--- src/rtl/seq_sub16_if.sv ---
// Request/result bundle for seq_sub16; ovf exists only when SEQ_SUB16_OVF_EN is defined.
interface seq_sub16_if;
  logic        start;
  logic [15:0] a;
  logic [15:0] b;
  logic        bin;
  logic        ready;
  logic        done;
  logic [15:0] diff;
  logic        bout;
`ifdef SEQ_SUB16_OVF_EN
  logic        ovf;
`endif

  modport master (
    output start, a, b, bin,
`ifdef SEQ_SUB16_OVF_EN
    input  ovf,
`endif
    input  ready, done, diff, bout
  );

  modport slave (
    input  start, a, b, bin,
`ifdef SEQ_SUB16_OVF_EN
    output ovf,
`endif
    output ready, done, diff, bout
  );
endinterface

--- src/rtl/seq_sub16.sv ---
// Nibble-serial 16-bit subtractor a-b-bin with lookahead borrow inside each nibble (ovf under SEQ_SUB16_OVF_EN).
// Latency: done in the cycle after the 5th edge counting the accepting edge; issue interval 6 cycles.
// Backpressure: start is taken only while ready=1, otherwise ignored.
module seq_sub16 (
  input logic        clk,
  input logic        rst_n,
  seq_sub16_if.slave bus
);
  typedef enum logic [1:0] {IDLE, RUN, DONE} state_t;

  state_t      state, state_nxt;
  logic [15:0] a_q, b_q, acc_q, diff_q;
  logic        borrow_q, bout_q;
  logic [1:0]  idx_q;
  logic [3:0]  na, nb, g, p, nd;
  logic [4:0]  c;
  logic        accept;
`ifdef SEQ_SUB16_OVF_EN
  logic        ovf_q;
`endif

  assign accept = (state == IDLE) && bus.start;

  always_ff @(posedge clk or negedge rst_n) begin
    if (!rst_n) state <= IDLE;
    else        state <= state_nxt;
  end

  always_comb begin
    state_nxt = state;
    case (state)
      IDLE:    if (bus.start) state_nxt = RUN;
      RUN:     if (idx_q == 2'd3) state_nxt = DONE;
      DONE:    state_nxt = IDLE;
      default: state_nxt = IDLE;
    endcase
  end

  always_comb begin
    bus.ready = (state == IDLE);
    bus.done  = (state == DONE);
  end

  // Current nibble; each borrow is a flat sum-of-products of g, p and the nibble borrow-in.
  assign na = a_q[{idx_q, 2'b00} +: 4];
  assign nb = b_q[{idx_q, 2'b00} +: 4];
  assign g  = ~na & nb;
  assign p  = ~(na ^ nb);
  assign c[0] = borrow_q;
  assign c[1] = g[0] | (p[0] & borrow_q);
  assign c[2] = g[1] | (p[1] & g[0]) | (p[1] & p[0] & borrow_q);
  assign c[3] = g[2] | (p[2] & g[1]) | (p[2] & p[1] & g[0]) | (p[2] & p[1] & p[0] & borrow_q);
  assign c[4] = g[3] | (p[3] & g[2]) | (p[3] & p[2] & g[1]) | (p[3] & p[2] & p[1] & g[0])
              | (p[3] & p[2] & p[1] & p[0] & borrow_q);
  assign nd = na ^ nb ^ c[3:0];

  always_ff @(posedge clk or negedge rst_n) begin
    if (!rst_n) begin
      a_q      <= '0;
      b_q      <= '0;
      acc_q    <= '0;
      borrow_q <= 1'b0;
      idx_q    <= '0;
      diff_q   <= '0;
      bout_q   <= 1'b0;
`ifdef SEQ_SUB16_OVF_EN
      ovf_q    <= 1'b0;
`endif
    end else if (accept) begin
      a_q      <= bus.a;
      b_q      <= bus.b;
      borrow_q <= bus.bin;
      idx_q    <= '0;
      acc_q    <= '0;
    end else if (state == RUN) begin
      acc_q[{idx_q, 2'b00} +: 4] <= nd;
      borrow_q <= c[4];
      idx_q    <= idx_q + 2'd1;
      // Visible results update only here, so partial sums never reach the outputs.
      if (idx_q == 2'd3) begin
        diff_q <= {nd, acc_q[11:0]};
        bout_q <= c[4];
`ifdef SEQ_SUB16_OVF_EN
        ovf_q  <= (a_q[15] ^ b_q[15]) & (a_q[15] ^ nd[3]);
`endif
      end
    end
  end

  assign bus.diff = diff_q;
  assign bus.bout = bout_q;
`ifdef SEQ_SUB16_OVF_EN
  assign bus.ovf  = ovf_q;
`endif
endmodule

--- src/flat_wrapper.sv ---
// flat-port wrapper written by rule: the top's interface ports become plain ports
module seq_sub16_flat 
  (clk, rst_n, bus_start, bus_a, bus_b, bus_bin, bus_ready, bus_done, bus_diff, bus_bout);
  seq_sub16_if bus_i ();
  input logic clk;
  input logic rst_n;
  input wire logic [$bits(bus_i.start)-1:0] bus_start;
  input wire logic [$bits(bus_i.a)-1:0] bus_a;
  input wire logic [$bits(bus_i.b)-1:0] bus_b;
  input wire logic [$bits(bus_i.bin)-1:0] bus_bin;
  output wire logic [$bits(bus_i.ready)-1:0] bus_ready;
  output wire logic [$bits(bus_i.done)-1:0] bus_done;
  output wire logic [$bits(bus_i.diff)-1:0] bus_diff;
  output wire logic [$bits(bus_i.bout)-1:0] bus_bout;
  assign bus_i.start = bus_start;
  assign bus_i.a = bus_a;
  assign bus_i.b = bus_b;
  assign bus_i.bin = bus_bin;
  assign bus_ready = bus_i.ready;
  assign bus_done = bus_i.done;
  assign bus_diff = bus_i.diff;
  assign bus_bout = bus_i.bout;
  seq_sub16 u_core (.clk(clk), .rst_n(rst_n), .bus(bus_i));
endmodule
--- config.mk ---
export PLATFORM = sky130hd
export DESIGN_NAME = seq_sub16_flat
export DESIGN_NICKNAME = d
export VERILOG_FILES = /design/src/rtl/seq_sub16_if.sv /design/src/rtl/seq_sub16.sv /design/src/flat_wrapper.sv
export SDC_FILE = /design/constraint.sdc
export NUM_CORES = 1
export LEC_CHECK = 0
export ABC_AREA = 1
export ABC_CLOCK_PERIOD_IN_PS = 2600
export CAP_MARGIN = 10
export CORE_MARGIN = 2
export CORE_UTILIZATION = 30
export CTS_CLUSTER_DIAMETER = 150
export DETAILED_ROUTE_END_ITERATION = 10
export GPL_ROUTABILITY_DRIVEN = 0
export MAX_ROUTING_LAYER = met4
export PLACE_DENSITY_LB_ADDON = 0.1
export RECOVER_POWER = 100
export SYNTH_ARGS = -nofsm -noshare
export SYNTH_HDL_FRONTEND = slang
export SYNTH_SLANG_ARGS = --single-unit
--- constraint.sdc ---
create_clock -name clk -period 2.6 [get_ports clk]
set_input_delay 0.26 -clock clk [delete_from_list [all_inputs] [get_ports clk]]
set_output_delay 0.26 -clock clk [all_outputs]
set_load 0.05 [all_outputs]
==> flow_metrics.py <==
metrics = {
    "setup_path": {
        "r2r-start": "u_core.idx_q[1]",
        "startpoint_type": "flip-flop",
        "worstSetupPathType": "flip-flop to flip-flop",
        "rrSetupSlack_ns": 0.39,
        "critPathRequiredTime_ns": 2.86,
        "cp_data_arrival_time_ns": 2.47,
        "cp-end-kind": "flip-flop",
        "rr_worst_depth": 6,
        "critPathMaxFanout": 15,
        "critPathLaunch": "u_core.idx_q[1]",
        "crit_end": "u_core.acc_q[8]",
        "rr_endpoint": "u_core.acc_q[8]",
    },
    "global_route": {
        "antenna_found_initial": 0,
        "grt_pass1_vias": 2195,
        "grt_use_total_pct": 13.2,
        "grt_max_degree": 36,
        "grt_overflow_total": 0,
        "grt_pass1_wl_mm": 11.0,
    },
    "timing": {
        "relSlewSlack_pct": -19.7,
        "setup_tns_ns": 0,
        "period_needed_ns": 2.21,
        "max_freq_mhz": 452,
        "hold_violations": 0,
        "layout_setup_ws_ns": 0.388,
        "setup_violations": 0,
        "fin_crit_sh_pct": 85.1,
        "clock_skew_ns": 0.00713,
        "rsz0062_at_grt": "no",
        "worst_pin_slew_ns": 1.80,
        "slew_viol_final": 32,
    },
    "floorplanning": {
        "io-pin-count": 55,
        "die_x_microns": 104,
        "core-area_sq_um": 9770,
        "die_y_microns": 104,
        "die_area_sq_um": 10900,
        "rows": 36,
        "start_util_pct": 30.8,
    },
    "routing": {
        "drtPass1Iterations": 4,
        "ant_nets": 0,
        "drc": 0,
        "routed_via_density": 4.52,
        "vias": 2253,
        "wl_mm": 6.49,
        "wire_per_inst_microns": 13.0,
        "initialDrtViolationCount": 107,
    },
    "final_layout": {
        "syn_to_final_growth_pct": 30.0,
        "layout.nets": 406,
        "drive_gt1_share_pct": 7.65,
        "final_core_util_pct": 40.1,
        "final_common_cell": "nand2_1",
        "n_antenna_cell": 0,
        "mostFrequentLayoutCells": "79 x nand2_1, 66 x dfrtp_1, 34 x clkdlybuf4s50_1",
        "design_area_sq_um": 3920,
    },
    "logic_synthesis": {
        "seq_area_frac_synth_pct": 54.8,
        "yosysWarnings": 0,
        "synth_area_leaders": "dfrtp_1 55%, mux2_1 12%, nand2_1 9.6%",
        "yosysTopAreaCell": "dfrtp_1",
        "netlist.area_leader.share_pct": 54.8,
        "syn_nets": 344,
        "synth_cell_types": 26,
        "synthCells": 299,
        "ys_seq_elements": 66,
        "avgSynthCellArea_sq_um": 10.1,
        "synth_area_sq_um": 3020,
    },
    "power": {
        "p_total_uw": 5540,
        "p_per_area_nw_per_um2": 1410,
        "vdd_drop_max_mv": 0.498,
        "p_leak_uw": 0.00183,
    },
    "cts": {
        "clkLatencyLatePin_ns": 0.35,
        "tritoncts": "done",
        "cts_max_path_buffers": 2,
        "post_cts_buffers": 0,
        "cts_sinks": 66,
        "htreeDepth": 3,
        "cts_root_buf": "clkbuf_8",
        "cts_made_buffers": 9,
        "path_clk_slew_ns": 0.07,
    },
    "place": {
        "postPlaceCellArea_sq_um": 3720,
        "place_hpwl_mm": 4.91,
        "dp_slack_ns": 0.374,
        "numPortBuffers": 54,
    },
    "worst_hold_path": {
        "hp-class": "flip-flop to flip-flop",
        "whs_path_depth": 2,
    },
    "status": {
        "violations": "capacitance limit, slew limit",
        "outcome": "finished with violations",
    },
    "flow_run": {
        "maxCapViolations": 1,
    },
}
## power by group
part	leakage (uW)	switching, uW	internal [uW]
clock network	0.000109	385	563
logic	0.000888	1780	1050
registers	0.000831	280	1490
## timing repair
item / CTS / global route
hold endpoints to repair: 29 / 0
resized for setup: 0 / 0
hold buffers: 1 / 0
## cell usage after synthesis, drive strengths merged
| master | number |
|---|---|
| a21oi | 4 |
| a32o | 4 |
| buf | 8 |
| clkbuf | 2 |
| clkinv | 1 |
| dfrtp | 66 |
| fa | 1 |
| ha | 8 |
| inv | 27 |
| mux2 | 32 |
| nand2 | 80 |
| nand3 | 7 |
| nand4 | 3 |
| nor2 | 18 |
| o211ai | 1 |
| o21ai | 25 |
| o22ai | 10 |
| or2 | 1 |
| xnor2 | 1 |
## routing by layer
layer,share of wire (%),track usage (%)
met1,47,17.1
met2,47,20.0
met3,4.4,3.13
met4,1.8,5.50
met5,0,-
## area by class of cell
class                   instances  area (sq um)
flip-flops and latches         66          1650
inverters                      28           105
fillers                      1017          5850
clock inverters                 5          77.6
repair buffers                 61           599
clock buffers                  11           141
multi-input cells             195          1180
well taps                     133           166
## state kept, by name, summed over array words and instances, names as in the netlist
signal / flops
u_core.bus.bout: 1
u_core.idx_q: 2
u_core.state: 2
u_core.a_q: 16
u_core.bus.diff: 16
u_core.borrow_q: 1
u_core.b_q: 16
u_core.acc_q: 12
## how the worst min path moves through the flow
| stage | start | endpoint | slack [ns] |
|---|---|---|---|
| after floorplan | rst_n | u_core.a_q[0] | -0.04 |
| after global placement | rst_n | u_core.bus.diff[2] | 0.37 |
| after detailed placement | rst_n | u_core.bus.diff[2] | 0.37 |
| after CTS | bus_b[7] | u_core.b_q[7] | 0.48 |
| after global routing | bus_b[12] | u_core.b_q[12] | 0.49 |
| final | u_core.bus.diff[6] | u_core.bus.diff[6] | 0.47 |
## cells by family (layout without fill, tap and decap cells)
logic type / Yosys count / after routing / synth area share [%]
AO/OA/AOI/OAI: 44 / 44 / 8.46
XOR/XNOR: 1 / 1 / 0.291
adder cells (fa/ha/maj): 9 / 9 / 3.98
buffers and inverters: 38 / 105 / 5.68
flip-flops: 66 / 66 / 54.8
multiplexers: 32 / 32 / 12.0
AND/OR/NAND/NOR: 109 / 109 / 14.9
## stage by stage
step                      hold slack [ns]  instances
after detailed placement            0.372        482
after CTS                           0.483        499
after global placement              0.370        482
after floorplan                   -0.0356        299
final                               0.474        499
after global routing                0.492        499
## worst max-delay path, stage by stage, from the launching register on
cell,delay [ns]
dfrtp_1,0.44
inv_1,0.35
o21ai_0,0.15
o22ai_1,0.22
fa_1,0.50
or2_2,0.33
o22ai_1,0.13
No activity file was read; power rests on OpenSTA's default activity.
